## src/rtl/fp8_to_fixed_decoder.sv

```systemverilog
// fp8_to_fixed_decoder: serial 1-4-3 minifloat to signed fixed-point converter, one shift per cycle
module fp8_to_fixed_decoder #(
  parameter int OUT_W  = 19,
  parameter int FRAC_W = 10
) (
  input  logic             clk,
  input  logic             rst_n,
  input  logic             ena,
  input  logic             in_valid,
  output logic             in_ready,
  input  logic [7:0]       in_data,
  output logic             out_valid,
  input  logic             out_ready,
  output logic [OUT_W-1:0] out_data,
  output logic             out_nan,
  output logic             out_ovf,
  output logic             out_inexact
);
  typedef enum logic [1:0] {IDLE, SHIFT, DONE} state_t;
  localparam int SH = 10 - FRAC_W;
  localparam logic [17:0] DROP_MASK = 18'((18'd1 << SH) - 18'd1);
  localparam logic [OUT_W-1:0] MAX_POS = {1'b0, {(OUT_W-1){1'b1}}};
  state_t state, state_nx;
  logic [17:0] acc;
  logic [3:0] cnt;
  logic sgn;
  logic fire_in, is_zero, is_spec, is_nan, sat;
  logic [24:0] mag;
  logic [OUT_W-1:0] mag_sat, fmt, inf_val;
  assign fire_in = in_valid && in_ready;
  assign is_zero = in_data[6:3] == 4'd0;
  assign is_spec = in_data[6:3] == 4'd15;
  assign is_nan  = is_spec && in_data[2:0] != 3'd0;
  assign inf_val = in_data[7] ? -MAX_POS : MAX_POS;
  assign mag     = 25'(acc >> SH);
  assign sat     = mag > 25'(MAX_POS);
  assign mag_sat = sat ? MAX_POS : mag[OUT_W-1:0];
  assign fmt     = sgn ? -mag_sat : mag_sat;
  // state register, frozen while ena is low
  always_ff @(posedge clk or negedge rst_n)
    if (!rst_n) state <= IDLE;
    else if (ena) state <= state_nx;
  // next-state: finite inputs go through SHIFT, zero/Inf/NaN finish in one edge
  always_comb begin
    state_nx = state;
    case (state)
      IDLE:    if (fire_in) state_nx = (is_zero || is_spec) ? DONE : SHIFT;
      SHIFT:   if (cnt == 4'd0) state_nx = DONE;
      default: if (out_ready) state_nx = IDLE;
    endcase
  end
  // handshake outputs; in_ready also dropped while reset is asserted
  always_comb begin
    in_ready  = rst_n && ena && state == IDLE;
    out_valid = state == DONE;
  end
  // datapath: load mantissa, shift by exponent, then format with truncation and saturation
  always_ff @(posedge clk or negedge rst_n)
    if (!rst_n) begin
      acc         <= '0;
      cnt         <= '0;
      sgn         <= 1'b0;
      out_data    <= '0;
      out_nan     <= 1'b0;
      out_ovf     <= 1'b0;
      out_inexact <= 1'b0;
    end else if (fire_in) begin
      acc         <= {14'd0, 1'b1, in_data[2:0]};
      cnt         <= in_data[6:3];
      sgn         <= in_data[7];
      out_data    <= (is_spec && !is_nan) ? inf_val : '0;
      out_nan     <= is_nan;
      out_ovf     <= is_spec && !is_nan;
      out_inexact <= 1'b0;
    end else if (ena && state == SHIFT) begin
      if (cnt != 4'd0) begin
        acc <= acc << 1;
        cnt <= cnt - 4'd1;
      end else begin
        out_data    <= fmt;
        out_nan     <= 1'b0;
        out_ovf     <= sat;
        out_inexact <= |(acc & DROP_MASK);
      end
    end
endmodule
```

## config.mk

```make
export PLATFORM = sky130hd
export DESIGN_NAME = fp8_to_fixed_decoder
export DESIGN_NICKNAME = d
export VERILOG_FILES = /design/src/rtl/fp8_to_fixed_decoder.sv
export SDC_FILE = /design/constraint.sdc
export NUM_CORES = 1
export LEC_CHECK = 0
export CORE_MARGIN = 2
export CORE_UTILIZATION = 29
export CTS_BUF_LIST = sky130_fd_sc_hd__clkbuf_16
export CTS_CLUSTER_SIZE = 24
export DETAILED_ROUTE_END_ITERATION = 16
export HOLD_SLACK_MARGIN = 0.12
export SLEW_MARGIN = 25
export SYNTH_ARGS = -nofsm -noshare
export SYNTH_HDL_FRONTEND = slang
export SYNTH_SLANG_ARGS = --single-unit
export TNS_END_PERCENT = 100
```

## constraint.sdc

```tcl
create_clock -name clk -period 5.8 [get_ports clk]
set_input_delay 0.58 -clock clk [delete_from_list [all_inputs] [get_ports clk]]
set_output_delay 0.58 -clock clk [all_outputs]
set_load 0.005 [all_outputs]
```

==> reports/results.ini <==
[synthesis]
synth_top_cell_by_area = dfrtp_1
avgSynthCellArea_um2 = 9.11
synth-edff-count = 0
syn_area_um2 = 2430
yosysSeqAreaShare_pct = 47.3
ys.flop_type = dfrtp_1
synth_area_leaders = dfrtp_1 47%, nand2_1 6.5%, a21oi_1 6.2%
yosys_warnings = 0
yosysUniqueCellTypes = 50
synth_top_area_share_pct = 47.3
synth_nets = 282
ys_ff_latch = 46
async_reset_ff_share_pct = 100
synth_cells = 267

[sta]
slew_headroom_pct = 34.7
drv_slew = 0
max_freq_ghz = 0.344
tightest_slew_ns = 0.980
fin_hold_ws_ns = 0.384
fin_worst_skew_ns = 0.00524
tns_ns = 0
setup_violations = 0
rsz0062_at_grt = no
period_needed_ns = 2.90
period_share_pct = 50.1
final_hold_viol_count = 0

[layout]
area_growth_syn_to_layout_pct = 23.7
final_nets = 313
drive_above_1_share_pct = 6.35
fillers = 844
antenna_cells = 0

[power]
p_per_area_nw_per_um2 = 564
ir_drop_mv = 0.157
power_uw = 1700
leakage_uw = 0.00126

[worst_setup_path]
crit_arrival_ns = 3.05
crit_cells = 7
cp_max_fo = 47
crit_required_ns = 5.95
crit_buf_inv = 2
cp-end-kind = flop
r2r_cells = 7
cp_cell_sequence = buf_2, buf_4, and4bb_2, and2_1, nor2_1, nor2_1, a211oi_1
startpoint = rst_n
reg2reg_slack_ns = 3.31
worstSetupPathType = primary input to flop
cpMostUsedCell = nor2_1
r2r-start = acc[0]$_DFFE_PN0P_
cpLargestDelayFamily = simple AND/OR/NAND/NOR gates
critPathLaunchType = primary input
crit_path_max_incr_delay_ns = 0.79
cpMaxStageDelayCell = and2_1

[clock_network]
cts_buffers = 5
clk_pin_slew_ns = 0.06
clk_path_buf_depth = 2
cts_setup_buffers = 0
insertion_delay_ns = 0.28
htreeDepth = 2
clock-root-buffer = clkbuf_16
clock-sinks = 46
cts_tree = built
cts-resized-gates = 0
holdBufCountCts = 0

[drt]
routed_via_density = 5.07
drt_iter0_markers = 91
drt_wl_total_um = 6180
wire_per_inst_um = 15.3
vias = 2048
antenna_left = 0
firstDrtPassIters = 4
drc = 0

[die]
rows = 33
start_util_pct = 29.8
die_width_um = 95.6
die-area_um2 = 9140
core-area_um2 = 8180
die_height_um = 95.6
io_pins = 37

[outcome]
outcome = complete, no violations

[placed_design]
portBuffers = 35
gp_congestion = 0.805
dp_hpwl_um = 4240

[global_routing]
grt_pass1_vias = 2001
grt_usage_pct = 14.7
grt_max_degree = 48
gr-total-overflow = 0
grt_antenna_before_repair = 0
grt_pass1_wl_um = 10400

[min_path]
hp-class = primary input to asynchronous set/reset pin

[run]
cap_violations = 0

==> registers in the layout (all words and copies together) (netlist names) <==
signal    flops
sgn           1
out_data     19
cnt           4
acc          18
out_nan       1
out_ovf       1
state         2
==> worst paths after layout <==
kind | end
worst min-delay path | out_data[4]$_DFFE_PN0P_
worst max register to register | out_data[16]$_DFFE_PN0P_
worst max-delay path | out_data[5]$_DFFE_PN0P_
worst min register to register | out_data[10]$_DFFE_PN0P_
max in group asynchronous | acc[13]$_DFFE_PN0P_
min in group clk | out_data[10]$_DFFE_PN0P_
==> metal layers <==
metal  vias to the layer above  track usage [%]  part of all wire, %
li1                       1013                -                    -
met5                         -                0                    0
met1                       974             21.9                   51
met3                         2             3.00                  5.6
met4                         0             4.52                 0.47
met2                        59             21.3                   43
==> synth_stat cells (all sizes together) (4+ instances only) <==
cell type and count:
or3 4, or2 4, a21oi 30, a22o 4, inv 7, nor3 6
o22ai 6, o21ai 15, nor2 27, dfrtp 46, xor2 10, nand2 42
clkbuf 10, mux2i 5
==> worst register-to-register path, stage by stage, from the launching register on <==
cell	delay, ns
dfrtp_1	0.46
inv_1	0.11
ha_1	0.20
or4b_1	0.61
nor4_4	0.37
mux2i_1	0.14
a2111oi_2	0.38
nor3_1	0.09
==> stage by stage <==
step           instances  instance area (um^2)  worst slack [ns]  util [%]
6_report             404                  3010              2.90      36.8
3_5_place_dp         396                  2870              2.56      35.1
5_1_grt              404                  3010              2.54      36.8
2_1_floorplan        267                  2430              3.69         -
4_1_cts              404                  3010              2.85      36.8
3_3_place_gp         396                  2870              2.63      35.1
==> report_power, final <==
part	internal, uW	switching [uW]	total (uW)	leakage (uW)
Clock	156	116	271	0.0000724
Sequential	464	156	619	0.000575
Combinational	402	405	807	0.000611
==> cell usage in the layout, fill, tap and decap left out, types with 3 or more instances in the layout <==
master           instances
mux2i_1                  5
o21ai_0                 15
xnor2_1                  3
nand2_1                 42
o22ai_1                  6
a21oi_1                 30
o22a_1                   3
nor2_1                  27
or2_2                    3
inv_1                    8
dfrtp_1                 46
or3_1                    4
xor2_1                  10
o31ai_1                  3
a22o_1                   4
clkdlybuf4s50_1         34
a22oi_1                  3
nor3_1                   6
clkbuf_16                5
==> cell type report <==
class,count,area [um^2],area share (%)
clock buffers,5,125,4.16
clock inverters,3,12.5,0.416
repair buffers,37,360,12.0
multi-input cells,201,1200,39.9
well taps,105,131,4.37
flip-flops and latches,46,1150,38.3
inverters,7,26.3,0.874
==> cells by family (layout without fill, tap and decap cells) <==
group                    Yosys count  after routing  share of synthesized area [%]
AND/OR/NAND/NOR                  102            102                           20.6
AO/OA/AOI/OAI                     78             78                           20.9
flip-flops                        46             46                           47.3
buffers and inverters             20             52                           3.29
XOR/XNOR                          13             13                           4.68
multiplexers                       5              5                           2.06
adder cells (fa/ha/maj)            2              2                           1.03
other                              1              1                          0.154
Note: power is estimated with default switching activity, not from simulation.
